--- config.mk ---
export PLATFORM = sky130hd
export DESIGN_NAME = trace_capture_buffer_flat
export DESIGN_NICKNAME = d
export VERILOG_FILES = /design/src/rtl/trace_pkg.sv /design/src/rtl/trace_capture_buffer_if.sv /design/src/rtl/trace_ram.sv /design/src/rtl/trace_capture_buffer.sv /design/src/flat_wrapper.sv
export SDC_FILE = /design/constraint.sdc
export NUM_CORES = 2
export LEC_CHECK = 0
export BUFFER_PORTS_ARGS = -buffer_cell sky130_fd_sc_hd__buf_2
export CORE_UTILIZATION = 50
export CTS_BUF_LIST = sky130_fd_sc_hd__clkbuf_16
export DETAILED_ROUTE_END_ITERATION = 12
export PLACE_DENSITY_LB_ADDON = 0.25
export SYNTH_ARGS = -nofsm -noshare
export SYNTH_HDL_FRONTEND = slang
export SYNTH_SLANG_ARGS = --single-unit
export TNS_END_PERCENT = 1
--- constraint.sdc ---
create_clock -name clk -period 18.2 [get_ports clk]
set_clock_uncertainty 0.15 [all_clocks]
set_input_delay 2.73 -clock clk [delete_from_list [all_inputs] [get_ports clk]]
set_output_delay 2.73 -clock clk [all_outputs]
set_load 0.02 [all_outputs]
--- src/rtl/trace_pkg.sv ---
// Shared types, record width and rd_data field offsets for the trace capture buffer.
// Record layout, MSB to LSB: {cyc, stage, pc, instr, mem_addr, mem_data, mem_write, mem_read}.
package trace_pkg;

   typedef enum logic [1:0] {IDLE, PRETRIG, POSTTRIG, DRAIN} state_t;

   localparam int unsigned STAGE_W = 3;
   localparam int unsigned MASK_W  = 8;

   function automatic int unsigned rec_w(input int unsigned cyc_w, input int unsigned data_w);
      return cyc_w + STAGE_W + 4 * data_w + 2;
   endfunction

   localparam int unsigned OFF_MEM_READ  = 0;
   localparam int unsigned OFF_MEM_WRITE = 1;

   function automatic int unsigned off_mem_data(input int unsigned data_w);
      return 2 + 0 * data_w;
   endfunction

   function automatic int unsigned off_mem_addr(input int unsigned data_w);
      return 2 + data_w;
   endfunction

   function automatic int unsigned off_instr(input int unsigned data_w);
      return 2 + 2 * data_w;
   endfunction

   function automatic int unsigned off_pc(input int unsigned data_w);
      return 2 + 3 * data_w;
   endfunction

   function automatic int unsigned off_stage(input int unsigned data_w);
      return 2 + 4 * data_w;
   endfunction

   function automatic int unsigned off_cyc(input int unsigned data_w);
      return 2 + 4 * data_w + STAGE_W;
   endfunction

endpackage

--- src/rtl/trace_capture_buffer_if.sv ---
// Record read-out stream: valid/ready handshake carrying one trace record per transfer.
interface trace_capture_buffer_if #(
   parameter int unsigned DATA_W = 16,
   parameter int unsigned CYC_W  = 16
);
   localparam int unsigned REC_W = trace_pkg::rec_w(CYC_W, DATA_W);

   logic             rd_valid;
   logic             rd_ready;
   logic [REC_W-1:0] rd_data;
   logic             rd_last;

   modport master (output rd_valid, output rd_data, output rd_last, input rd_ready);
   modport slave  (input rd_valid, input rd_data, input rd_last, output rd_ready);
endinterface

--- src/rtl/trace_ram.sv ---
// Record store: synchronous write, asynchronous read, array intentionally not reset.
module trace_ram #(
   parameter int unsigned DEPTH = 32,
   parameter int unsigned REC_W = 83,
   localparam int unsigned AW   = $clog2(DEPTH)
) (
   input  logic             clk,
   input  logic             we,
   input  logic [AW-1:0]    waddr,
   input  logic [REC_W-1:0] wdata,
   input  logic [AW-1:0]    raddr,
   output logic [REC_W-1:0] rdata
);
   logic [REC_W-1:0] mem [DEPTH];

   always_ff @(posedge clk) begin
      if (we) mem[waddr] <= wdata;
   end

   assign rdata = mem[raddr];
endmodule

--- src/rtl/trace_capture_buffer.sv ---
// Circular CPU trace capture: records qualified cycles, freezes on trigger plus a
// post-trigger window, then streams the history out oldest-first.
module trace_capture_buffer
   import trace_pkg::*;
#(
   parameter int unsigned DATA_W     = 16,
   parameter int unsigned DEPTH      = 32,
   parameter int unsigned POST_DEPTH = 8,
   parameter int unsigned CYC_W      = 16
) (
   input  logic                clk,
   input  logic                rst,
   input  logic                arm,
   input  logic                abort,
   input  logic [MASK_W-1:0]   qual_mask,
   input  logic [DATA_W-1:0]   pc,
   input  logic [DATA_W-1:0]   instr,
   input  logic [DATA_W-1:0]   mem_addr,
   input  logic [DATA_W-1:0]   mem_data,
   input  logic                mem_write,
   input  logic                mem_read,
   input  logic [STAGE_W-1:0]  stage,
   input  logic                trig_pc_en,
   input  logic [DATA_W-1:0]   trig_pc,
   input  logic                trig_wr_en,
   input  logic [DATA_W-1:0]   trig_addr,
   input  logic                force_trig,
   trace_capture_buffer_if.master rd,
   output logic                busy,
   output logic                triggered,
   output logic                wrapped,
   output logic                done
);
   localparam int unsigned REC_W  = rec_w(CYC_W, DATA_W);
   localparam int unsigned AW     = $clog2(DEPTH);
   localparam int unsigned CNT_W  = AW + 1;
   localparam bit          NO_POST = (POST_DEPTH == 0);

   state_t             state, state_nxt;
   logic [CYC_W-1:0]   cyc;
   logic [AW-1:0]      wr_ptr, rd_ptr, wr_ptr_nxt;
   logic [CNT_W-1:0]   count, count_nxt, remaining, post;
   logic [REC_W-1:0]   ram_rdata;
   logic               qualified, hit, we, xfer, last_xfer;

   assign qualified = qual_mask[stage];
   assign hit = qualified && (force_trig || (trig_pc_en && (pc == trig_pc)) ||
                              (trig_wr_en && mem_write && (mem_addr == trig_addr)));
   assign we        = ((state == PRETRIG) || (state == POSTTRIG)) && qualified && !abort;
   assign xfer      = (state == DRAIN) && (remaining != '0) && rd.rd_ready;
   assign last_xfer = xfer && (remaining == CNT_W'(1));

   assign wr_ptr_nxt = we ? wr_ptr + AW'(1) : wr_ptr;
   assign count_nxt  = (we && (count != CNT_W'(DEPTH))) ? count + CNT_W'(1) : count;

   trace_ram #(.DEPTH(DEPTH), .REC_W(REC_W)) u_ram (
      .clk   (clk),
      .we    (we),
      .waddr (wr_ptr),
      .wdata ({cyc, stage, pc, instr, mem_addr, mem_data, mem_write, mem_read}),
      .raddr (rd_ptr),
      .rdata (ram_rdata)
   );

   always_ff @(posedge clk or posedge rst) begin
      if (rst) state <= IDLE;
      else     state <= state_nxt;
   end

   // Abort wins over every other transition.
   always_comb begin
      state_nxt = state;
      if (abort) begin
         state_nxt = IDLE;
      end else begin
         case (state)
            IDLE:     if (arm) state_nxt = PRETRIG;
            PRETRIG:  if (we && hit) state_nxt = NO_POST ? DRAIN : POSTTRIG;
            POSTTRIG: if (we && (post == CNT_W'(1))) state_nxt = DRAIN;
            DRAIN:    if ((remaining == '0) || last_xfer) state_nxt = IDLE;
            default:  state_nxt = IDLE;
         endcase
      end
   end

   // rd_data is forced to zero outside a valid beat so reset clears it immediately.
   always_comb begin
      rd.rd_valid = 1'b0;
      rd.rd_last  = 1'b0;
      rd.rd_data  = '0;
      busy        = (state != IDLE);
      if ((state == DRAIN) && (remaining != '0)) begin
         rd.rd_valid = 1'b1;
         rd.rd_last  = (remaining == CNT_W'(1));
         rd.rd_data  = ram_rdata;
      end
   end

   always_ff @(posedge clk or posedge rst) begin
      if (rst) begin
         cyc       <= '0;
         wr_ptr    <= '0;
         rd_ptr    <= '0;
         count     <= '0;
         remaining <= '0;
         post      <= '0;
         triggered <= 1'b0;
         wrapped   <= 1'b0;
         done      <= 1'b0;
      end else begin
         cyc  <= cyc + CYC_W'(1);
         done <= last_xfer && !abort;
         if ((state == IDLE) && arm && !abort) begin
            wr_ptr    <= '0;
            count     <= '0;
            triggered <= 1'b0;
            wrapped   <= 1'b0;
         end
         if (we) begin
            wr_ptr <= wr_ptr_nxt;
            count  <= count_nxt;
            if ((state == PRETRIG) && (count == CNT_W'(DEPTH))) wrapped <= 1'b1;
            if ((state == PRETRIG) && hit) begin
               triggered <= 1'b1;
               post      <= CNT_W'(POST_DEPTH);
            end else if ((state == POSTTRIG) && (post != '0)) begin
               post <= post - CNT_W'(1);
            end
         end
         // Oldest record sits count entries behind the post-write pointer.
         if ((state_nxt == DRAIN) && (state != DRAIN)) begin
            rd_ptr    <= wr_ptr_nxt - AW'(count_nxt);
            remaining <= count_nxt;
         end else if (xfer) begin
            rd_ptr    <= rd_ptr + AW'(1);
            remaining <= remaining - CNT_W'(1);
         end
      end
   end
endmodule

--- src/flat_wrapper.sv ---
// flat-port wrapper written by rule: the top's interface ports become plain ports
module trace_capture_buffer_flat import trace_pkg::*;
#(
   parameter int unsigned DATA_W     = 16,
   parameter int unsigned DEPTH      = 32,
   parameter int unsigned POST_DEPTH = 8,
   parameter int unsigned CYC_W      = 16
)
  (clk, rst, arm, abort, qual_mask, pc, instr, mem_addr, mem_data, mem_write, mem_read, stage, trig_pc_en, trig_pc, trig_wr_en, trig_addr, force_trig, busy, triggered, wrapped, done, rd_rd_valid, rd_rd_data, rd_rd_last, rd_rd_ready);
  trace_capture_buffer_if #(.DATA_W(DATA_W), .CYC_W(CYC_W)) rd_i ();
  input  logic clk;
  input  logic rst;
  input  logic arm;
  input  logic abort;
  input  logic [MASK_W-1:0] qual_mask;
  input  logic [DATA_W-1:0] pc;
  input  logic [DATA_W-1:0] instr;
  input  logic [DATA_W-1:0] mem_addr;
  input  logic [DATA_W-1:0] mem_data;
  input  logic mem_write;
  input  logic mem_read;
  input  logic [STAGE_W-1:0] stage;
  input  logic trig_pc_en;
  input  logic [DATA_W-1:0] trig_pc;
  input  logic trig_wr_en;
  input  logic [DATA_W-1:0] trig_addr;
  input  logic force_trig;
  output logic busy;
  output logic triggered;
  output logic wrapped;
  output logic done;
  output wire logic [$bits(rd_i.rd_valid)-1:0] rd_rd_valid;
  output wire logic [$bits(rd_i.rd_data)-1:0] rd_rd_data;
  output wire logic [$bits(rd_i.rd_last)-1:0] rd_rd_last;
  input wire logic [$bits(rd_i.rd_ready)-1:0] rd_rd_ready;
  assign rd_rd_valid = rd_i.rd_valid;
  assign rd_rd_data = rd_i.rd_data;
  assign rd_rd_last = rd_i.rd_last;
  assign rd_i.rd_ready = rd_rd_ready;
  trace_capture_buffer #(.DATA_W(DATA_W), .DEPTH(DEPTH), .POST_DEPTH(POST_DEPTH), .CYC_W(CYC_W)) u_core (.clk(clk), .rst(rst), .arm(arm), .abort(abort), .qual_mask(qual_mask), .pc(pc), .instr(instr), .mem_addr(mem_addr), .mem_data(mem_data), .mem_write(mem_write), .mem_read(mem_read), .stage(stage), .trig_pc_en(trig_pc_en), .trig_pc(trig_pc), .trig_wr_en(trig_wr_en), .trig_addr(trig_addr), .force_trig(force_trig), .rd(rd_i), .busy(busy), .triggered(triggered), .wrapped(wrapped), .done(done));
endmodule
Yosys cells after proc, flatten, opt, wreduce, memory -nomap -nowiden
Memory sizes are Yosys's and may differ from the RTL's.
Cells that the tools add are included.

storage, ports and cells
  bits in registers = 49
  bits in writable memories = 2720
  input port bits = 117
  output and inout port bits = 91
  logic and storage cells = 94
  memories = 1

cells by class
  add/subtract/negate cells = 7
  magnitude comparators = 1
  eq/ne operators = 11
  muxes and demuxes = 31
  reductions and logical operators = 33

memories
  name              words  bits a word  read ports  clocked after memory_dff  write ports  RTL line         text
  u_core.u_ram.mem  32     85           1           0                         1            trace_ram.sv:14  logic [REC_W-1:0] mem [DEPTH];

operator list
  operator                                             count
  two-way mux 85 bit                                   1
  two-way mux 6 bit                                    7
  == test 16 bit                                       2
  two-way mux 5 bit                                    5
  logical AND 1 bit                                    19
  adder 16 x 1 -> 16 bit (second input constant)       1
  == test 6 x 1 -> 1 bit (second input constant)       2
  nonzero test 6 bit                                   2
  subtractor 6 x 1 -> 6 bit (second input constant)    2
  two-way mux 1 bit                                    11
  adder 5 x 1 -> 5 bit (second input constant)         2
  two-way mux 2 bit                                    5
  one-hot mux 2 bit (4 select lines)                   1
  nonzero test 2 bit                                   4
  adder 6 x 1 -> 6 bit (second input constant)         1
  == test 2 bit (second input constant)                3
  == test 6 bit (second input constant)                1
  logical NOT 6 bit                                    1
  inequality test 6 bit (second input constant)        1
  subtractor 5 bit                                     1
  logical OR 1 bit                                     4
  < comparator 3 x 4 -> 1 bit (second input constant)  1
  binary-select mux 1 bit (select 3 bit)               1
  == test 2 x 1 -> 1 bit (second input constant)       1
  4 further kinds                                      4

Depth between registers and ports, before layout
  depth after elaboration = 12
  depth in mapped cells = 17
  mapped depth without buffers = 16

Hierarchy
A second synthesis with hierarchy kept.

unflattened totals
  cell total of the unflattened synthesis = 5306
  area, all modules = 107172.8 um^2

by module, submodules not included
  module                times used  cells each  area an instance (um^2)  seq. area each (um^2)
  trace_ram             1           4885        103331.6                 81678.3
  trace_capture_buffer  1           421         3841.2                   1226.2

Worst setup path before layout
OpenSTA, ideal clock, no wires.

  path kind = input to register
  start = input stage[1]
  end = memory u_core.u_ram.mem[15][0] (netlist name) (enable)
  setup time = 0.529 ns
  data arrival time = 7.617 ns
  required time = 17.521 ns
  slack = 9.904 ns
  cell stages on the path = 8
  path buffers = 2
  path through = mux4_2 mux2i_2 or2_1 buf_4 inv_2 buf_2 nand2_1 nor2_1

on the way
  word-level cells in the longest chain between the ends = 6

ends and longest elaborated chain
  element                                  RTL line                    text
  start: declaration                       flat_wrapper.sv:22          input logic [STAGE_W-1:0] stage;
  binary-select mux 1 bit (select 3 bit)   trace_capture_buffer.sv:46  assign qualified = qual_mask[stage];
  two-way mux 1 bit (not written as such)  trace_capture_buffer.sv:46
  logical AND 1 bit (2 in series)          trace_capture_buffer.sv:49  assign we = ((state == PRETRIG) || (state == POSTTRIG)) && qualified && !abort;
  two-way mux 1 bit                        trace_ram.sv:17             if (we) mem[waddr] <= wdata;
  two-way mux 1 bit (not written as such)  trace_ram.sv:17
  end: declaration                         trace_ram.sv:14

Every way passes these cells. The select of a mux whose other input is x is not followed.

Worst setup path in the final report
  start = register u_core.rd_ptr[1]
  end = output rd_rd_data[39]

on the way
  word-level cells in the longest chain between the ends = 2

ends and longest elaborated chain
  element                   RTL line                     text
  start: declaration        trace_capture_buffer.sv:41   logic [AW-1:0] wr_ptr, rd_ptr, wr_ptr_nxt;
  start signal: assignment  trace_capture_buffer.sv:132  rd_ptr <= wr_ptr_nxt - AW'(count_nxt);
  start signal: assignment  trace_capture_buffer.sv:135  rd_ptr <= rd_ptr + AW'(1);
  memory (32 x 85 bit)      n/a
  two-way mux 85 bit        trace_capture_buffer.sv:92   if ((state == DRAIN) && (remaining != '0)) begin
  end: declaration          flat_wrapper.sv:33           output wire logic [$bits(rd_i.rd_data)-1:0] rd_rd_data;

Every way passes these cells.

==> qor.txt <==
result of the run - finished, violations left
failing checks - DRC
Pleak - 38.1 nW
port bufs - 207
layout cells sized above 1 - 0.318
area leader, netlist - edfxtp_1
Post-synth EDFFs - 2,720
drt initial violations - 6,030
GR Layer Usage met3 - 0.0465
Top delay family on crit path - buffers and inverters
final wirelength - 257,000 um
R2R Path Start - u_core.state[1]$_DFF_PP0_
reg2reg end - u_core.u_ram.mem[7][53]$_DFFE_PP_
Avg Inst Size Synth - 24.2 sq um
number of I/O pins - 208
Die X - 464 um
post-synth net total - 4,553
Vias - 49.4k
Worst Hold Class - flip-flop to flip-flop
Ys Warns - 0
Synth async-reset ratio - 0.0177
post-DP HPWL - 118,000 um
CTS Sinks - 2,769
Tcrit/Tclk final - 0.520
CTS root buf - clkbuf_16
hold buffers post-CTS - 0
routability cong. - 0.739
Area growth syn-to-layout - 13.0%
CP arrival - 6.59 ns
critical path type - flip-flop to primary output
VDD IR max - 0.000112 V
CTS tree - yes
Slew Limit Fails - 0
cell-internal power - 11.6 mW
# nets final - 4,912
GRT Util Overall - 0.240
Core Area - 0.212 sq mm
row count - 169
CP Capture Type - primary output
# H-tree levels - 5
worst path buffer plus inverter count - 4
clk buf depth - 4
Seq/Total Area, Yosys - 0.777
CTS Buf Count - 299
CP Depth - 8
GRT met2 Usage - 0.377
first-pass GRT wire length - 366,000 um
unrepaired setup endpoints after global routing - no
cells after synthesis - 4,413
GR Layer Usage met1 - 0.353
setup TNS - 0 ns
Combinational Power Share - 0.171
Post-CTS Resized - 0
Main synth FF type - edfxtp_1
antenna-violating nets left - 0
net load switching power - 3.78 mW
Die Footprint - 0.215 sq mm
Req. time, crit path - 15.32 ns
area of the multi-input gates - 0.0231 sq mm
Critical-path top delay cell - dfrtp_4
switch share - 0.245
post-synth top area share - 0.765
final core utilization - 0.569
Mapped Area - 0.107 sq mm
hold depth - 1
grt total ovfl - 0
vias per inst - 6.34
Tmin final - 9.47 ns
Pwr Density - 128 mW/mm^2
fill count - 15.1k
initial antenna violation count - 20
DRC viols - 52
R2R Setup Slk - 12.65 ns
Yosys reg bits - 2,769
CP Max Fanout - 74
Worst Hold End - u_core.triggered$_DFF_PP0_
FF+latch area - 0.0829 sq mm
crit-path max cell delay - 1.04 ns
CP most frequent cell - buf_4
Least-Margin Pin Slew - 1.29 ns
Initial Utilization - 0.503
startpoint types - flip-flop
maximum clock rate - 0.106 GHz
final hold slack - 0.337 ns
Setup-failing EPs final - 0
Die Y - 464 um
Clock transition at path regs - 0.06 ns
Post-CTS Setup Bufs - 0
max cap viols - 0
routed wire length per instance - 33.0 um
clock power share - 0.366
Max transition margin - 0.137
Area contributors post-synth - edfxtp_1 (77%), mux4_2 (18%), dfrtp_1 (1.1%)
Hold Fails Final Rpt - 0
largest net degree at the start of global routing - 147
drt first pass iters - 9
Reg power frac - 0.463
critical path, cell by cell - buf_4 -> buf_4 -> buf_4 -> mux4_2 -> mux4_2 -> mux2i_1 -> nor2_1 -> buf_2
hold_sp - u_core.triggered$_DFF_PP0_
GR peak layer - met2
Worst-Skew Late Latency - 0.94 ns
cell depth of the worst flop-to-flop path - 9
post-synthesis cell type count - 64
number of global-route vias before repair - 50.9k
==> metrics by stage <==
stage	setup slack, ns	power (mW)	instance area [sq um]	std cells
2_1_floorplan	9.90	9.22	107000	4413
3_3_place_gp	9.70	9.93	112000	7292
3_5_place_dp	9.68	9.94	112000	7292
4_1_cts	8.67	15.6	121000	7797
5_1_grt	8.49	15.9	121000	7798
6_report	8.73	15.4	121000	7802
==> kinds of logic (layout without fill, tap and decap cells) <==
| group | count (synthesis) | count (layout) | share of synthesized area |
|---|---|---|---|
| flops | 2769 | 2769 | 0.777 |
| xor+xnor | 72 | 72 | 0.00591 |
| fa+ha+maj | 23 | 23 | 0.00277 |
| compound gates | 65 | 65 | 0.00438 |
| other cells | 0 | 5 | 0 |
| buf+inv | 247 | 810 | 0.00893 |
| simple gates | 289 | 289 | 0.0123 |
| mux | 948 | 948 | 0.189 |
==> state kept, by name, summed over array words and instances, names as in the netlist <==
name,flops
u_core.done,1
u_core.rd_ptr,5
u_core.wrapped,1
u_core.wr_ptr,5
u_core.remaining,6
u_core.state,2
u_core.triggered,1
u_core.u_ram.mem,2720
u_core.count,6
u_core.cyc,16
u_core.post,6
==> Yosys cell counts (5+ instances only) <==
| master | n |
|---|---|
| buf_2 | 9 |
| a21oi_1 | 7 |
| nand3b_1 | 5 |
| nand4_1 | 12 |
| nand2_1 | 37 |
| o21ai_0 | 18 |
| mux2i_1 | 92 |
| clkbuf_1 | 140 |
| dfrtp_1 | 49 |
| buf_1 | 76 |
| nand3_1 | 27 |
| nor3_1 | 12 |
| xnor2_1 | 36 |
| edfxtp_1 | 2720 |
| and3_1 | 9 |
| inv_1 | 17 |
| xor2_1 | 36 |
| nor2_1 | 152 |
| nor4_1 | 9 |
| ha_1 | 22 |
| mux4_2 | 852 |
==> cells in the final DEF (no fill, tap or decap), drive strengths merged, types with 3 or more instances in the layout <==
cell type  count
nor3          12
a21oi          7
or3            4
nor2b          3
clkinv       101
nor4           9
mux2i         93
xnor2         36
mux2           3
bufinv        17
clkbuf       307
nand2         37
diode          5
clkinvlp      12
nor2         152
buf          286
o21a           4
o21ai         21
a211o          4
dfrtp         49
or2            4
and3           9
edfxtp      2720
nand3b         5
nand2b         4
inv           87
a211oi         4
xor2          36
or4            3
nand4         12
o211ai         4
a21o           3
mux4         852
ha            22
nand3         28
==> worst register-to-register path, stage by stage (launching register included) <==
cell      delay [ns]
dfrtp_1         0.43
inv_1           0.12
ha_1            0.29
nand2b_1        0.14
or2_1           0.48
inv_2           0.37
nand2_1         0.56
nor2_4          0.85
buf_4           0.91
buf_4           0.82
==> layer usage <==
| layer | vias up | routed length (um) |
|---|---|---|
| li1 | 19700 | - |
| met1 | 27100 | 106000 |
| met2 | 2302 | 124000 |
| met3 | 351 | 22000 |
| met4 | 14 | 4650 |
| met5 | - | 92 |
==> worst max path at each step <==
stage	from	to	slack, ns
2_1_floorplan	stage[1]	u_core.u_ram.mem[15][0]$_DFFE_PP_	9.90
3_3_place_gp	u_core.rd_ptr[1]$_DFFE_PP0P_	rd_rd_data[39]	9.70
3_5_place_dp	u_core.rd_ptr[1]$_DFFE_PP0P_	rd_rd_data[39]	9.68
4_1_cts	u_core.rd_ptr[1]$_DFFE_PP0P_	rd_rd_data[39]	8.67
5_1_grt	u_core.rd_ptr[1]$_DFFE_PP0P_	rd_rd_data[39]	8.49
6_report	u_core.rd_ptr[1]$_DFFE_PP0P_	rd_rd_data[39]	8.73
==> power by group through the flow <==
| stage | registers, mW | logic [mW] | clock network (mW) |
|---|---|---|---|
| after floorplan | 7.20 | 2.03 | 0 |
| after global placement | 7.28 | 2.65 | 0 |
| after detailed placement | 7.28 | 2.67 | 0 |
| after CTS | 7.14 | 2.68 | 5.74 |
| after global routing | 7.15 | 2.81 | 5.98 |
| final | 7.14 | 2.63 | 5.65 |
==> area by class of cell <==
| type | count | area share |
|---|---|---|
| Antenna cell | 5 | 0.000104 |
| Multi-Input combinational cell | 1397 | 0.192 |
| Clock inverter | 198 | 0.0112 |
| Sequential cell | 2769 | 0.688 |
| Tap cell | 2821 | 0.0293 |
| Timing Repair Buffer | 286 | 0.0159 |
| Inverter | 19 | 0.000591 |
| Clock buffer | 307 | 0.0637 |
Power figures use the tool's default switching activity.
